<file path="config.mk">
export PLATFORM = sky130hd
export DESIGN_NAME = upload_loader
export DESIGN_NICKNAME = d
export VERILOG_FILES = /design/src/rtl/upload_loader.sv
export SDC_FILE = /design/constraint.sdc
export NUM_CORES = 1
export LEC_CHECK = 0
export BUFFER_PORTS_ARGS = -buffer_cell sky130_fd_sc_hd__buf_2
export CORE_ASPECT_RATIO = 1.75
export CORE_MARGIN = 1.5
export CORE_UTILIZATION = 33
export CTS_CLUSTER_DIAMETER = 40
export DETAILED_ROUTE_END_ITERATION = 7
export GPL_TIMING_DRIVEN = 0
export PLACE_DENSITY = 0.49
export SYNTH_ARGS = -nofsm -noshare
export SYNTH_HDL_FRONTEND = slang
export SYNTH_SLANG_ARGS = --single-unit
</file>
<file path="constraint.sdc">
create_clock -name clk -period 3.8 [get_ports clk]
set_input_delay 0.38 -clock clk [delete_from_list [all_inputs] [get_ports clk]]
set_output_delay 0.38 -clock clk [all_outputs]
set_load 0.05 [all_outputs]
</file>
<file path="src/rtl/upload_loader.sv">
// Streams HPS download bytes through a small FIFO into single-byte SDRAM writes.
// Tracks completed writes and flags dropped bytes and unanswered requests.
module upload_loader #(
    parameter int                ADDR_W     = 27,
    parameter logic [ADDR_W-1:0] BASE_ADDR  = {ADDR_W{1'b0}},
    parameter int                FIFO_DEPTH = 4,
    parameter int                TIMEOUT    = 255
) (
    input  logic              clk,
    input  logic              reset_n,
    input  logic              ioctl_download,
    input  logic [ADDR_W-1:0] ioctl_addr,
    input  logic [7:0]        ioctl_dout,
    input  logic              ioctl_wr,
    output logic              ioctl_wait,
    output logic              upload,
    output logic [ADDR_W-1:0] mem_addr,
    output logic [7:0]        mem_data,
    output logic              mem_rnw,
    output logic              mem_ram_cs,
    input  logic              mem_sdram_ready,
    input  logic              mem_sdram_done,
    output logic [ADDR_W-1:0] bytes_written,
    output logic              overflow_err,
    output logic              timeout_err
);

    localparam int PTR_W = (FIFO_DEPTH > 1) ? $clog2(FIFO_DEPTH) : 1;
    localparam int CNT_W = PTR_W + 1;
    localparam int TMR_W = (TIMEOUT > 1) ? $clog2(TIMEOUT + 1) : 1;
    localparam logic [CNT_W-1:0] DEPTH_C    = CNT_W'(FIFO_DEPTH);
    localparam logic [CNT_W-1:0] HIGH_WATER = CNT_W'(FIFO_DEPTH - 1);
    localparam logic [TMR_W-1:0] TMR_LAST   = TMR_W'(TIMEOUT - 1);

    typedef enum logic [1:0] {IDLE, REQ, WAIT_DONE} state_t;

    state_t              state_reg;
    logic [ADDR_W+7:0]   fifo_mem [FIFO_DEPTH];
    logic [PTR_W-1:0]    wr_ptr_reg;
    logic [PTR_W-1:0]    rd_ptr_reg;
    logic [CNT_W-1:0]    count_reg;
    logic [TMR_W-1:0]    timer_reg;
    logic                download_d_reg;

    logic                fifo_full;
    logic                fifo_empty;
    logic                push;
    logic                pop;
    logic                download_rise;
    logic [ADDR_W-1:0]   push_addr;

    assign fifo_full     = (count_reg == DEPTH_C);
    assign fifo_empty    = (count_reg == '0);
    assign push          = ioctl_wr && ioctl_download && !fifo_full;
    assign pop           = (state_reg == IDLE) && upload && !fifo_empty && mem_sdram_ready;
    assign download_rise = ioctl_download && !download_d_reg;
    // Same-width add: the offset wraps modulo 2^ADDR_W by construction.
    assign push_addr     = BASE_ADDR + ioctl_addr;

    // Storage needs no reset; emptiness is tracked by count_reg alone.
    always_ff @(posedge clk) begin
        if (push) begin
            fifo_mem[wr_ptr_reg] <= {push_addr, ioctl_dout};
        end
    end

    always_ff @(posedge clk or negedge reset_n) begin
        if (!reset_n) begin
            state_reg      <= IDLE;
            wr_ptr_reg     <= '0;
            rd_ptr_reg     <= '0;
            count_reg      <= '0;
            timer_reg      <= '0;
            download_d_reg <= 1'b0;
            ioctl_wait     <= 1'b0;
            upload         <= 1'b0;
            mem_addr       <= '0;
            mem_data       <= '0;
            mem_rnw        <= 1'b1;
            mem_ram_cs     <= 1'b0;
            bytes_written  <= '0;
            overflow_err   <= 1'b0;
            timeout_err    <= 1'b0;
        end else begin
            download_d_reg <= ioctl_download;
            ioctl_wait     <= (count_reg >= HIGH_WATER);

            if (push) begin
                wr_ptr_reg <= wr_ptr_reg + PTR_W'(1);
            end
            if (pop) begin
                rd_ptr_reg <= rd_ptr_reg + PTR_W'(1);
            end
            case ({push, pop})
                2'b10:   count_reg <= count_reg + CNT_W'(1);
                2'b01:   count_reg <= count_reg - CNT_W'(1);
                default: count_reg <= count_reg;
            endcase

            if (ioctl_wr && ioctl_download && fifo_full) begin
                overflow_err <= 1'b1;
            end

            if (download_rise) begin
                upload <= 1'b1;
            end else if (!ioctl_download && fifo_empty && (state_reg == IDLE)) begin
                upload <= 1'b0;
            end

            case (state_reg)
                IDLE: begin
                    if (pop) begin
                        {mem_addr, mem_data} <= fifo_mem[rd_ptr_reg];
                        mem_ram_cs <= 1'b1;
                        mem_rnw    <= 1'b0;
                        state_reg  <= REQ;
                    end
                end
                REQ: begin
                    mem_ram_cs <= 1'b0;
                    mem_rnw    <= 1'b1;
                    timer_reg  <= '0;
                    state_reg  <= WAIT_DONE;
                end
                WAIT_DONE: begin
                    if (mem_sdram_done) begin
                        bytes_written <= bytes_written + 1'b1;
                        state_reg     <= IDLE;
                    end else if (timer_reg == TMR_LAST) begin
                        timeout_err <= 1'b1;
                        state_reg   <= IDLE;
                    end else begin
                        timer_reg <= timer_reg + TMR_W'(1);
                    end
                end
                default: state_reg <= IDLE;
            endcase

            // A fresh download restarts the byte count even if a write completes now.
            if (download_rise) begin
                bytes_written <= '0;
            end
        end
    end

endmodule

</file>
After elaboration in Yosys (flattened, before gate mapping)

Memory sizes are Yosys's and may differ from the RTL's. A register that Yosys moved wholly into a read port is not among the register bits.
Index checks and enable logic that the tools add are counted.

Flip-flop bits (word level): 51
Bits in latches: 0
Bits in writable memories: 140
ROM bits: 0
Bits of input ports: 41
Output and inout port bits: 68
Word-level logic and storage cells: 79
Memories kept: 1

Memory list:

| memory   | depth | bits a word | read ports | clocked after Yosys merged registers in | write ports | line | RTL |
|---|---|---|---|---|---|---|---|
| fifo_mem | 4     | 35          | 1          | 1                                       | 1           | 38   | `logic [ADDR_W+7:0] fifo_mem [FIFO_DEPTH];` |

Add/subtract/negate cells: 6
Multipliers: 0
Div/mod/pow operators: 0
Order comparisons: 1
Equality and inequality tests: 10
Shifts and indexed selects: 0
Multiplexer cells: 19
Bitwise logic cells: 1
Reductions and logical operators: 28

Operator list:

| cell                                                | count |
|---|---|
| two-way mux 27 bit                                  | 3 |
| adder 27 x 1 -> 27 bit, second input constant       | 1 |
| two-way mux 8 bit                                   | 2 |
| one-hot mux 8 bit (2 select lines)                  | 1 |
| nonzero test 2 bit                                  | 6 |
| logical AND 1 bit                                   | 9 |
| adder 8 x 1 -> 8 bit, second input constant         | 1 |
| equality test 8 bit, second input constant          | 1 |
| AND reduction 2 bit                                 | 4 |
| two-way mux 1 bit                                   | 6 |
| two-way mux 2 bit                                   | 3 |
| inequality test 2 bit, second input constant        | 3 |
| one-hot mux 2 bit (3 select lines)                  | 1 |
| one-hot mux 3 bit (2 select lines)                  | 1 |
| AND reduction 3 bit                                 | 2 |
| zero test 1 bit                                     | 5 |
| adder 2 x 1 -> 2 bit, second input constant         | 2 |
| equality test 2 x 1 -> 1 bit, second input constant | 2 |
| equality test 2 bit, second input constant          | 2 |
| one-hot mux 1 bit (2 select lines)                  | 2 |
| adder 3 x 1 -> 3 bit, second input constant         | 1 |
| equality test 3 bit, second input constant          | 1 |
| >= comparator 3 x 2 -> 1 bit, second input constant | 1 |
| zero test 3 bit                                     | 1 |
| 4 further kinds                                     | 4 |

Depth between registers and ports, before layout

Gate-level depths: netlist of run 1.

Word-level depth: 6
Depth in mapped cells: 11
Mapped depth without buffers: 9

Worst setup path after synthesis of run 1

Ideal clock, no wire load.

Path kind: reg2reg
From: reg upload
To: reg count_reg[2]
Data arrival time: 2347 ps
Data required time: 3721 ps
Path slack: 1373 ps
Stages on the path, launching flop included: 10
Clock period less this slack: 2427 ps
Cells stage by stage: dfrtp_1 -> nand4_1 -> inv_1 -> clkbuf_1 -> ha_1 -> inv_1 -> fa_1 -> xor2_1 -> nor2_1 -> xor2_1

Word-level cells in the longest chain between the ends: 5
Elaborated cells between the ends (all ways): 7
Classes of those cells: 2 x eq/ne; 1 x mux; 4 x reduce/logical

RTL lines:

| item                                                                     | line | RTL |
|---|---|---|
| start: declaration                                                       | 16   | `output logic upload,` |
| start signal: assignment                                                 | 76   | `upload <= 1'b0;` |
| start signal: assignment                                                 | 105  | `upload <= 1'b1;` |
| start signal: assignment                                                 | 107  | `upload <= 1'b0;` |
| logical AND 1 bit * (3 in series)                                        | 55   | `assign pop = (state_reg == IDLE) && upload && !fifo_empty && mem_sdram_ready;` |
| via pop                                                                  | 48   | `logic pop;` |
| equality test 2 x 1 -> 1 bit or equality test 2 bit (tied branches)      | 94   | `case ({push, pop})` |
| one-hot mux 3 bit (2 select lines) or nonzero test 2 bit (tied branches) | --   |  |
| end signal: assignment                                                   | 95   | `2'b10: count_reg <= count_reg + CNT_W'(1);` |
| end signal: assignment                                                   | 96   | `2'b01: count_reg <= count_reg - CNT_W'(1);` |
| end signal: assignment                                                   | 97   | `default: count_reg <= count_reg;` |
| end: declaration                                                         | 41   | `logic [CNT_W-1:0] count_reg;` |

Mark *: on every way through the listed nets, which the timed path passes. The rest lies on a longest branch.
A chain may end at the register's enable or synchronous reset.

Worst setup path after layout of run 1

From: reg state_reg[1]
To: reg count_reg[2]

Word-level cells in the longest chain between the ends: 6
Elaborated cells between the ends (all ways): 8
Classes of those cells: 2 x eq/ne; 1 x mux; 5 x reduce/logical

RTL lines:

| item                                                                     | line | RTL |
|---|---|---|
| start: declaration                                                       | 37   | `state_t state_reg;` |
| start signal: assignment                                                 | 69   | `state_reg <= IDLE;` |
| start signal: assignment                                                 | 116  | `state_reg <= REQ;` |
| start signal: assignment                                                 | 123  | `state_reg <= WAIT_DONE;` |
| zero test 2 bit *                                                        | 55   |  |
| logical AND 1 bit * (3 in series)                                        | 55   |  |
| via pop                                                                  | 48   |  |
| equality test 2 x 1 -> 1 bit or equality test 2 bit (tied branches)      | 94   |  |
| one-hot mux 3 bit (2 select lines) or nonzero test 2 bit (tied branches) | --   |  |

Marks and branches as above.

==> impl_results.md, run 1 <==
* Run status: finished, final reports clean
* Clk Latency, worst-skew pair at 0.54 ns
* Crit path max fanout at 10
* Worst Setup End Kind: flop
* Post-Layout Cell Count at 1006
* Synth top area cells: edfxtp_1, dfrtp_1, mux4_2
* Global route overflow at 0
* Largest register FFs at 140
* Hold path cells at 1
* Synth top area share at 47.3%
* Critical path, cell by cell: clkbuf_1 -> nor2_1 -> nand4_1 -> inv_1 -> clkbuf_1 -> ha_1 -> inv_1 -> fa_1 -> xor2_1 -> nor2_1 -> xor2_1
* EDFF count, synth at 140
* Synth async-reset ratio at 38.1%
* Most used DFF post-synth: edfxtp_1
* Power per standard cell area at 790 nW/um^2
* Final Core Density at 41.3%
* Largest register by flop count: fifo_mem
* Sw frac at 34.0%
* Num rows at 79
* LEAKAGE at 0.00417 uW
* Die ar. at 27900 um^2
* Ant diodes at 0
* Part of the power in the clock network at 31.6%
* Period utilization at 72.9%
* Worst R2R Start: state_reg[1]
* Critical Path Stages at 11
* Clk slew on worst S/H paths at 0.06 ns
* I/O pin count at 109
* DR WL/cell at 19.1 um
* Worst reg-to-reg path cell count at 11
* GRT Resource Usage Total at 14.1%
* Final ANT Viol Nets at 0
* Yosys Warn Count at 0
* Seq pwr share at 38.0%
* Required time worst endpoint at 4.26 ns
* Critical Path Start Type: flop
* WP buf/inv at 4
* HPWL after DPL at 12500 um
* Seq/Total Area, Yosys at 71.6%
* DR vias at 5096
* CP peak stage delay at 0.50 ns
* Switching power at 2940 uW
* RSZ-0062 raised after global routing: no
* Die height at 220 um
* Max-slew violations at 0
* First-pass DRT Iterations at 4
* Minimum clock period at 2.77 ns
* Crit-path slowest cell: clkbuf_1
* Clock sinks at 226
* Fin. Hold Viols at 0
* Avg Inst Size Synth at 17.2 um^2
* Wire length of the first global-routing pass at 30200 um
* Final wirelength at 19200 um
* Worst hold path startpoint: ioctl_download
* GP Congestion at 0.753
* Cell taking the most area after synthesis: edfxtp_1
* Hold endpoint: download_d_reg
* Reg2reg setup slack at 1.03 ns
* DR vias/cell at 5.07
* Sum of negative setup slack at 0 ns
* Actual slew at the worst max-slew pin at 0.888 ns
* Hold Path Class: primary input to flop
* Final setup violation count at 0
* Vias in the first global route at 5629
* Synth Cell Area at 8880 um^2
* Area growth from synthesis to layout at 23.2%
* DP Cell Count at 953
* Cts repair resizes at 0
* Reg-to-reg endpoint: count_reg[2]
* Synthesized flop and latch total at 226
* Antenna violations before repair at 2
* Crit path max-delay family: buffers and inverters
* Largest registers: fifo_mem (140), bytes_written (27), mem_addr (27)
* Layout cells sized above 1 at 35.6%
* Max-cap viol count at 0
* Synthesized instance count at 516
* Clock root cell: clkbuf_16
* VDD IR max at 0.484 mV
* Post-Route Skew at 0.00873 ns
* Syn nets at 566
* IO Port Bufs at 108
* Power Internal at 5710 uW
* Crit path DAT at 3.23 ns
* Worst setup path class: flop to flop
* CTS max path bufs at 3
* Core footprint at 26500 um^2
* Comb pwr share at 30.3%
* Rel. slew slack at 40.8%
* Largest net degree at the start of global routing at 63
* H-tree levels at 1
* Die W at 127 um
* TritonCTS clock tree: done
* Initial DRC count at 198
* Inserted Clock Buffers at 28
* Initial core utilization at 33.5%
* Nets at 710
* Drt drc at 0
* Number of distinct library cells after synthesis at 44
* Max Fclk at 361 MHz
worst max path at each step:
stage,from,endpoint,slack (ns)
after floorplan,upload,count_reg[2],1.37
after global placement,ioctl_download,fifo_mem[3][24],0.61
after detailed placement,state_reg[1],count_reg[2],0.93
after CTS,state_reg[1],count_reg[2],0.92
after global routing,state_reg[1],count_reg[2],0.69
final,state_reg[1],count_reg[2],1.03
cells in the mapped netlist, types with 2 or more instances:
cell type and n:
or4_1 14, ha_1 8, or3_1 9, xnor2_1 6
nand3_1 9, dfrtp_1 85, edfxtp_1 140, a21oi_1 23
o31ai_1 14, o21ai_0 13, xor2_1 7, nand4_1 8
nor2_1 15, a21o_1 2, mux4_2 35, o2111ai_1 2
nand2b_1 3, and4_1 3, clkbuf_1 14, mux2_2 35
and3_1 2, inv_1 15, and2_1 4, o211ai_1 4
mux2i_1 2, nand2_1 21, buf_2 6
cells by family after synthesis:
group,count (synthesis),synth area share (%)
multiplexers,72,13.5
XOR/XNOR,13,1.28
adder cells (fa/ha/maj),9,1.35
flip-flops,226,71.6
AND/OR/NAND/NOR,95,6.04
AO/OA/AOI/OAI,64,4.48
buffers and inverters,37,1.73
final cells by class:
| class | instances | area (um^2) |
|---|---|---|
| clock inverters | 16 | 194 |
| multi-input cells | 253 | 2380 |
| well taps | 324 | 405 |
| inverters | 15 | 56.3 |
| flip-flops and latches | 226 | 6360 |
| clock buffers | 36 | 772 |
| fillers | 2439 | 15500 |
| repair buffers | 114 | 683 |
| plain buffers | 22 | 97.6 |
per-layer routing:
layer	wire, um	vias to the layer above	track usage, %	part of all wire (%)
met3	993	46	3.37	5.2
met1	7200	2614	14.7	37
met2	10400	131	26.5	54
li1	-	2301	-	-
met4	654	4	6.33	3.4
met5	23	-	0	0.12
worst register-to-register path, cell delays in order, from the launching register on:
cell	delay, ns
dfrtp_1	0.36
clkbuf_1	0.21
nor2_1	0.13
nand4_1	0.21
inv_1	0.12
clkbuf_1	0.50
ha_1	0.30
inv_1	0.06
fa_1	0.37
xor2_1	0.15
nor2_1	0.11
xor2_1	0.15
power groups by stage:
| stage | Sequential, uW | Clock, uW | Combinational [uW] |
|---|---|---|---|
| after floorplan | 4080 | 0 | 1190 |
| after global placement | 3330 | 0 | 2600 |
| after detailed placement | 3340 | 0 | 2700 |
| after CTS | 3300 | 2810 | 2700 |
| after global routing | 3340 | 2900 | 2820 |
| final | 3290 | 2730 | 2620 |
per-stage QoR:
step           hold slack, ns  power [uW]  instance area, um^2  worst slack [ns]
6_report               0.0309        8640                10900              1.03
5_1_grt                0.0270        9050                10900             0.694
4_1_cts                0.0115        8810                10900             0.918
3_5_place_dp            0.341        6040                 9970             0.928
3_3_place_gp            0.445        5930                 9830             0.611
2_1_floorplan          0.0844        5280                 8880              1.37
cells in the final DEF (no fill, tap or decap), types with 5 or more instances in the layout:
master / instances
edfxtp_1: 140
buf_2: 113
dfrtp_1: 85
mux4_2: 35
mux2_2: 35
clkbuf_16: 29
a21oi_1: 23
nand2_1: 21
clkbuf_1: 19
inv_1: 15
nor2_1: 15
o31ai_1: 14
or4_1: 14
o21ai_0: 13
or3_1: 9
nand3_1: 9
nand4_1: 8
ha_1: 8
xor2_1: 7
xnor2_1: 6
inv_6: 5
repair_timing:
| item | CTS | global route |
|---|---|---|
| hold buffers | 1 | 0 |
| buffers inserted | 0 | 0 |
| endpoints found under the hold margin | 24 | 0 |
Note: power is estimated with default switching activity, not from simulation.
==> inputs of run 2 (changes only) <==
- ABC_AREA: not set -> 1
- PLACE_DENSITY: 0.49 -> 0.51
- clock period: 3.8 -> 2.25 ns (I/O delays scaled with it)
==> run 2 against run 1 <==
Effect of this change: sequential share of layout area shrank 4.5 points; non-clock buffer count grew 49; synthesized cell count grew 62%; first-iteration DRC count grew 86%; register-to-register slack lost 0.87 ns; global-route usage grew 1.9 points.
==> impl_results.md, run 2 <==
* Seq/Total Area, Yosys at 68.4% (-3.2 points)
* Final setup violation count at 0 (unchanged)
* Top cells by count, synth: nand2_1, nor2_1, edfxtp_1, dfrtp_1, o21ai_0
* Final total power at 15500 uW (+79%)
* Worst Setup End Kind: flop
* Final ANT Viol Nets at 0 (unchanged)
* CTS max path bufs at 3 (unchanged)
* Avg Inst Size Synth at 11.1 um^2 (-35%)
* Cell taking the most area after synthesis: edfxtp_1
* Clock root cell: clkbuf_16
* Max-slew violations at 0 (unchanged)
* Largest register FFs at 140 (unchanged)
* Nets at 1067 (+50%)
* Layout cells sized above 1 at 20.4% (-15 points)
* Vias in the first global route at 6614 (+17%)
* Initial DRC count at 368 (+86%)
* VDD IR max at 1.16 mV (+140%)
* Hold Path Class: primary input to flop
* Actual slew at the worst max-slew pin at 0.678 ns (-0.210 ns)
* Crit path DAT at 2.50 ns (-0.73 ns)
* EDFF count, synth at 140 (unchanged)
* Critical Path Start Type: flop
* First-pass DRT Iterations at 4 (unchanged)
* Inserted Clock Buffers at 27 (-3.6%)
* Synth Cell Area at 9300 um^2 (+4.6%)
* Clk slew on worst S/H paths at 0.06 ns (about the same)
* Die height at 225 um (+2.3%)
* CP peak stage delay at 0.38 ns (-0.12 ns)
* Crit path max-delay family: adder cells
* I/O pin count at 109 (unchanged)
* Final wirelength at 23200 um (+21%)
* Drt drc at 0 (unchanged)
* Final std cell area, no fill at 11900 um^2 (+8.3%)
* Core footprint at 27900 um^2 (+5.2%)
* Largest net degree at the start of global routing at 46 (-27%)
* Most common cell in the netlist: nand2_1
* Crit-path slowest cell: dfrtp_1
* GRT Resource Usage Total at 16.0% (+1.9 points)
* Synth top area cells: edfxtp_1, dfrtp_1, nand2_1
* Post-Route Skew at 0.0124 ns (+0.00368 ns)
* Worst setup path class: flop to flop
* Synth async-reset ratio at 38.1% (unchanged)
* Required time worst endpoint at 2.66 ns (-1.60 ns)
* Ant diodes at 0 (unchanged)
* Clock sinks at 226 (unchanged)
* H-tree levels at 1 (unchanged)
* Most frequent cells in the layout: nand2_1, nor2_1, edfxtp_1
* LEAKAGE at 0.00494 uW (+19%)
* Synthesized instance count at 837 (+62%)
* GP Congestion at 0.749 (-0.52%)
* DR vias at 6639 (+30%)
* Fin. Hold Viols at 0 (unchanged)
* Power per standard cell area at 1310 nW/um^2 (+66%)
* Largest register by flop count: fifo_mem
* Rel. slew slack at 54.8% (+14 points)
* DR vias/cell at 4.71 (-7.1%)
* Run status: finished, final reports clean
* Period utilization at 92.8% (+20 points)
* Clk Latency, worst-skew pair at 0.55 ns (about the same)
* RSZ-0062 raised after global routing: no
* DR WL/cell at 16.4 um (-14%)
* Max-cap viol count at 0 (unchanged)
* Global route overflow at 0 (unchanged)
* TritonCTS clock tree: done
* Syn nets at 887 (+57%)
* Initial core utilization at 33.4% (-0.18 points)
* WP buf/inv at 3 (-1)
* Wire length of the first global-routing pass at 35700 um (+18%)
* Most common cell after layout, fill and taps aside: nand2_1
* Yosys Warn Count at 0 (unchanged)
* Die W at 130 um (+2.2%)
* Num rows at 81 (+2.5%)
* Crit path max fanout at 8 (-2)
* Post-DP Area at 10500 um^2 (+4.9%)
* Synth top area share at 45.2% (-2.1 points)
* Most used DFF post-synth: edfxtp_1
* Minimum clock period at 2.09 ns (-0.684 ns)
* Die ar. at 29200 um^2 (+4.6%)
* Synthesized flop and latch total at 226 (unchanged)
* IO Port Bufs at 108 (unchanged)
* Number of distinct library cells after synthesis at 38 (-14%)
* Max Fclk at 479 MHz (+33%)
* CP most frequent cell: inv_1
* Area growth from synthesis to layout at 27.5%
* Largest registers: fifo_mem (140), bytes_written (27), mem_addr (27)
* Critical path, cell by cell: inv_1 -> a31o_2 -> clkbuf_4 -> ha_1 -> inv_1 -> fa_1 -> a21oi_1 -> o21ai_0 -> xor2_1
* HPWL after DPL at 15300 um (+23%)
* Antenna violations before repair at 0 (-2)
run 2: cell types whose count changed in the layout (fill, tap and decap cells not counted), sizes merged, moves of 28 or more:
cell | previous run | this run
dlygate4sd3 | 1 | 38
mux4 | 35 | 0
o32ai | 0 | 35
nor2 | 15 | 166
nand2 | 21 | 195
mux2 | 35 | 0
inv | 22 | 50
o21ai | 14 | 50
run 2: layout make-up:
cell class              instances  area, um^2
fillers                      2642       16000
flip-flops and latches        226        6360
multi-input cells             532        2600
repair buffers                152        1050
clock buffers                  29         683
well taps                     373         467
clock inverters                21         324
plain buffers                  33         194
inverters                      45         174
run 2: through the flow:
step	std cells	setup TNS (ns)	setup WS, ns	utilization (%)	hold WS (ns)
3_3_place_gp	1318	-263.49	-1.86	37.0	0.394
5_1_grt	1411	0	0.0126	42.5	0.104
4_1_cts	1410	0	0.00695	42.5	0.0750
6_report	1411	0	0.163	42.5	0.101
2_1_floorplan	837	-66.81	-0.477	-	-0.0706
3_5_place_dp	1323	-0.151	-0.151	37.5	0.314
run 2: kinds of logic after synthesis:
group | Yosys count | share of synthesized area (%)
xor gates and xnor gates | 7 | 0.660
buffers and inverters | 79 | 3.93
and+or+nand+nor | 404 | 18.1
DFF | 226 | 68.4
AOI/OAI and AO/OA | 112 | 7.65
adders and majority gates | 9 | 1.29
run 2: where the power goes:
part	total, uW	switching (uW)	internal, uW	leakage (uW)
Sequential	5470	299	5170	0.00238
Combinational	5220	3790	1430	0.00208
Clock	4810	1930	2880	0.000492
run 2: worst register-to-register path, cell delays in order (launching register included):
cell and delay (ns):
dfrtp_1 0.38, inv_1 0.16, a31o_2 0.18, clkbuf_4 0.23
ha_1 0.17, inv_1 0.06, fa_1 0.38, a21oi_1 0.14
o21ai_0 0.11, xor2_1 0.15
run 2: final timing paths:
| path | startpoint | to | slack, ns | depth (start not counted) |
|---|---|---|---|---|
| worst max-delay path | count_reg[0] | count_reg[2] | 0.16 | 9 |
| worst min-delay path | mem_sdram_done | timeout_err | 0.10 | 3 |
| worst max register to register | count_reg[0] | count_reg[2] | 0.16 | 9 |
| worst min register to register | mem_rnw | mem_rnw | 0.46 | 2 |
| max in group asynchronous | reset_n | mem_rnw | 1.26 | 3 |
| min in group asynchronous | reset_n | mem_addr[22] | 0.26 | 2 |
run 2: repair_timing:
action,in CTS,in global routing
hold buffers,38,0
buffers inserted,0,1
gates cloned,0,0
gates resized for setup,2,2
setup endpoints to repair,1,1
hold endpoints to repair,186,0
run 2: metal layers:
layer / vias up / share of wire [%] / GRT usage, % / wire, um
met5: - / 0 / 0 / 0
met4: 0 / 2.1 / 5.20 / 489
met3: 32 / 4.1 / 2.56 / 942
met2: 141 / 54 / 30.4 / 12600
met1: 3245 / 39 / 17.7 / 9120
li1: 3221 / - / - / -
